[src/rtl/bcd_to_bin32.sv]
// Sequential packed-BCD to binary converter using Horner accumulation,
// one digit per clock from the most significant nibble down.
module bcd_to_bin32 #(
    parameter int unsigned DIGITS = 8,
    parameter int unsigned OUT_W  = 32
) (
    input  logic                  clk,
    input  logic                  reset,
    input  logic                  start,
    input  logic [4*DIGITS-1:0]   bcd_in,
    output logic                  busy,
    output logic                  done,
    output logic [OUT_W-1:0]      bin_out,
    output logic                  err
);

    localparam int unsigned SR_W  = 4 * DIGITS;
    localparam int unsigned CNT_W = (DIGITS > 1) ? $clog2(DIGITS) : 1;

    typedef enum logic {
        IDLE    = 1'b0,
        CONVERT = 1'b1
    } state_e;

    state_e             state_q, state_d;
    logic [OUT_W-1:0]   acc_q, acc_d;
    logic [SR_W-1:0]    sr_q, sr_d;
    logic [CNT_W-1:0]   cnt_q, cnt_d;
    logic               sticky_q, sticky_d;
    logic               busy_q, busy_d;
    logic               done_q, done_d;
    logic [OUT_W-1:0]   bin_q, bin_d;
    logic               err_q, err_d;

    logic [3:0]         digit;
    logic               digit_bad;
    logic [3:0]         digit_eff;
    logic [OUT_W-1:0]   acc_step;
    logic               sticky_step;

    // Horner step: acc*10 + digit, with an invalid nibble contributing zero.
    always_comb begin
        digit       = sr_q[SR_W-1 -: 4];
        digit_bad   = (digit > 4'd9);
        digit_eff   = digit_bad ? 4'd0 : digit;
        acc_step    = (acc_q << 3) + (acc_q << 1) + OUT_W'(digit_eff);
        sticky_step = sticky_q | digit_bad;
    end

    always_comb begin
        state_d  = state_q;
        acc_d    = acc_q;
        sr_d     = sr_q;
        cnt_d    = cnt_q;
        sticky_d = sticky_q;
        busy_d   = busy_q;
        done_d   = 1'b0;
        bin_d    = bin_q;
        err_d    = err_q;

        case (state_q)
            IDLE: begin
                if (start) begin
                    sr_d     = bcd_in;
                    acc_d    = '0;
                    sticky_d = 1'b0;
                    cnt_d    = CNT_W'(DIGITS - 1);
                    busy_d   = 1'b1;
                    state_d  = CONVERT;
                end
            end
            CONVERT: begin
                acc_d    = acc_step;
                sr_d     = {sr_q[SR_W-5:0], 4'h0};
                cnt_d    = cnt_q - CNT_W'(1);
                sticky_d = sticky_step;
                // Final digit: publish the freshly computed value on this same edge.
                if (cnt_q == '0) begin
                    bin_d   = acc_step;
                    err_d   = sticky_step;
                    done_d  = 1'b1;
                    busy_d  = 1'b0;
                    state_d = IDLE;
                end
            end
            default: begin
                state_d = IDLE;
                busy_d  = 1'b0;
            end
        endcase
    end

    always_ff @(posedge clk or negedge reset) begin
        if (!reset) begin
            state_q  <= IDLE;
            acc_q    <= '0;
            sr_q     <= '0;
            cnt_q    <= '0;
            sticky_q <= 1'b0;
            busy_q   <= 1'b0;
            done_q   <= 1'b0;
            bin_q    <= '0;
            err_q    <= 1'b0;
        end else begin
            state_q  <= state_d;
            acc_q    <= acc_d;
            sr_q     <= sr_d;
            cnt_q    <= cnt_d;
            sticky_q <= sticky_d;
            busy_q   <= busy_d;
            done_q   <= done_d;
            bin_q    <= bin_d;
            err_q    <= err_d;
        end
    end

    assign busy    = busy_q;
    assign done    = done_q;
    assign bin_out = bin_q;
    assign err     = err_q;

endmodule
[config.mk]
export PLATFORM = sky130hd
export DESIGN_NAME = bcd_to_bin32
export DESIGN_NICKNAME = d
export VERILOG_FILES = /design/src/rtl/bcd_to_bin32.sv
export SDC_FILE = /design/constraint.sdc
export NUM_CORES = 1
export LEC_CHECK = 0
export BUFFER_PORTS_ARGS = -buffer_cell sky130_fd_sc_hd__buf_2
export CORE_AREA = 4 4 149 151
export DETAILED_ROUTE_END_ITERATION = 12
export DIE_AREA = 0 0 153 155
export GPL_TIMING_DRIVEN = 0
export SLEW_MARGIN = 25
export SYNTH_ARGS = -nofsm -noshare
export SYNTH_HDL_FRONTEND = slang
export SYNTH_SLANG_ARGS = --single-unit
[constraint.sdc]
create_clock -name clk -period 7.85 [get_ports clk]
set_input_delay 0.3925 -clock clk [delete_from_list [all_inputs] [get_ports clk]]
set_output_delay 0.3925 -clock clk [all_outputs]
set_load 0.1 [all_outputs]
==> run summary <==
Xor/xnor share of the synthesized area -> 0.0325
Syn nets -> 766
Final setup violation count -> 0
Simple-gate area share of the yosys netlist -> 0.146
Gate Count Post-Synth -> 669
Seq/Total Area, Yosys -> 0.416
Die H -> 155 um
Synthesis-to-layout area growth -> 16.5%
GPL Wtd Cong -> 0.899
EDFF count, synth -> 0
Final worst-path cycle share -> 0.417
Top-count cell post-synth -> nand2_1
Top cells by area, synth -> dfrtp_1 42%, ha_1 12%, o21ai_0 6.5%, nand2_1 6.5%, mux2i_1 6.0%
Routed vias -> 5063
Setup TNS -> 0 ns
Grt ovf -> 0
Clk root buf -> clkbuf_16
Slew at the pin closest to its max-slew limit -> 0.745 ns
Max clock buf depth -> 2
CP required -> 8.09 ns
Post-DRT Antenna Nets -> 0
Clock skew -> 0.0120 ns
Residual DRC -> 0
CP Max Fanout -> 9
Initial Utilization -> 0.298
Top cell type's share of synthesized area -> 0.416
Unrepaired setup endpoints after global routing -> false
Max_slew headroom -> 0.500
Die Wd -> 153 um
Fin nets -> 847
Die area -> 23700 um^2
# port buffers -> 68
Final Cell Area -> 7230 um^2
Number of fill cells in the layout -> 2191
CTS tree -> done
First-pass GRT wire length -> 26.5 mm
FMAX -> 305 MHz
Yosys cell types -> 54
Compound-Gate Fraction of Synth Area -> 0.185
Num CTS Buffers -> 9
Hold Fails Final Rpt -> 0
Synthesized cell area -> 6200 um^2
Post-layout min period -> 3.27 ns
Syn Area/Cell -> 9.27 um^2
Reg2reg path depth -> 12
Main combinational cell family by area after synthesis -> compound AO/OA/AOI/OAI gates
Post-synthesis adder-cell area fraction -> 0.127
Dpl hpwl -> 12.1 mm
Hold depth -> 3
Area after DPL -> 6920 um^2
DR iter-0 viols -> 348
Worst min path class -> in2reg
Largest net degree at the start of global routing -> 65
Core area -> 20800 um^2
GRT Total Usage -> 0.136
Total routed wirelength -> 16.0 mm
H-Tree Depth -> 3
Yosys reg bits -> 103
Clock transition at path regs -> 0.08 ns
Post_cts resized -> 0
Mux contribution to synthesized area -> 0.0615
Synth warn -> 0
Fin. max-slew vios -> 0
Synth async-reset ratio -> 1.00
Crit path kind -> reg2reg
CP startpoint kind -> flop
Antenna cell count -> 0
Initial antenna violation count -> 0
Clk sink count -> 103
Worst-Skew Late Latency -> 0.36 ns
Drt wl/cell -> 15.5 um
Synth area leader -> dfrtp_1
Via/cell ratio -> 4.92
Status -> finished, final reports clean
Max_cap viols -> 0
I/O pins -> 70
1st-pass router iterations -> 5
Post-synth top flop -> dfrtp_1
Worst path arrival time -> 3.51 ns
Post-CTS setup buffer count -> 0
Layout cell share with drive strength beyond 1 -> 0.130
Vias in the first global route -> 5098
Row cnt -> 53
Top cells by count, synth -> 107 x nand2_1, 103 x dfrtp_1, 81 x o21ai_0
Worst Setup End Kind -> flop
==> registers in the layout (all words and copies together) (netlist names) <==
name and cells:
bin_out 32, cnt_q 3, done 1, err 1, busy 1, sr_q 32, acc_q 31, sticky_q 1
state_q 1
==> worst max-delay path, cell delays in order, from the launching register on <==
cell and delay [ns]:
dfrtp_1 0.41, nor2_1 0.11, nand2_1 0.07, fa_1 0.54, fa_1 0.27, nor2b_4 0.06, o2111ai_1 0.34, nand2_2 0.15
a221o_1 0.39, a21bo_1 0.20, buf_6 0.14, a22o_1 0.17, or3_1 0.31
==> path summary, 6_finish.rpt <==
kind | slack [ns] | startpoint | to
setup / recovery | 4.58 | sr_q[30]$_DFFE_PN0P_ | acc_q[30]$_DFFE_PN0P_
max in group asynchronous | 6.68 | reset | bin_out[18]$_DFFE_PN0P_
hold / removal | 0.27 | bcd_in[3] | sr_q[3]$_DFFE_PN0P_
setup reg to reg | 4.58 | sr_q[30]$_DFFE_PN0P_ | acc_q[30]$_DFFE_PN0P_
min in group asynchronous | 0.50 | reset | sr_q[0]$_DFFE_PN0P_
hold reg to reg | 0.47 | bin_out[18]$_DFFE_PN0P_ | bin_out[18]$_DFFE_PN0P_
==> cell usage in the layout (no fill, tap or decap), drive strengths merged, types with 4 or more instances in the layout <==
cell type and n:
o31ai 4, nand4 10, nand2 108, a21oi 35, ha 60, nor3 9
nand2b 5, mux2i 37, or3 6, buf 77, inv 17, dfrtp 103
clkbuf 39, xor2 12, nor2b 5, nor2 38, o21ai 85, o311ai 4
o211ai 7, a211o 4, nand3 16, a211oi 7, o21a 5, xnor2 11
a21o 15
==> per-stage QoR <==
step | hold WS [ns] | setup slack, ns | instances | util
6_report | 0.274 | 4.58 | 1030 | 0.347
5_1_grt | 0.293 | 4.39 | 1030 | 0.347
4_1_cts | 0.267 | 4.62 | 1030 | 0.347
3_5_place_dp | 0.332 | 4.63 | 1013 | 0.332
3_3_place_gp | 0.458 | 4.64 | 1012 | 0.331
2_1_floorplan | 0.0969 | 4.94 | 669 | -
==> logic make-up after synthesis <==
| group | count (synthesis) |
|---|---|
| flops | 103 |
| compound gates | 186 |
| fa+ha+maj | 62 |
| buf+inv | 51 |
| xor+xnor | 23 |
| mux | 38 |
| simple gates | 206 |
==> final cells by class <==
class / instances / area [um^2] / share of cell area
multi-input cells: 515 / 3420 / 0.474
well taps: 275 / 344 / 0.0476
plain buffers: 38 / 151 / 0.0210
inverters: 13 / 48.8 / 0.00675
clock inverters: 7 / 70.1 / 0.00970
flip-flops and latches: 103 / 2580 / 0.357
repair buffers: 70 / 384 / 0.0532
clock buffers: 9 / 225 / 0.0312
==> per-layer routing <==
metal	track usage	vias to the layer above	share of wire
met5	0	-	0
met4	0.0301	0	0.0098
met3	0.0334	13	0.051
met2	0.211	98	0.45
met1	0.193	2403	0.49
li1	-	2549	-
==> timing repair <==
item	4_1_cts	5_1_grt
hold endpoints to repair	39	0
hold buffers	1	0
setup endpoints to repair	0	0
Power is not shown: default switching activity piles up to over one toggle a cycle in this logic, so the estimate is an artifact.
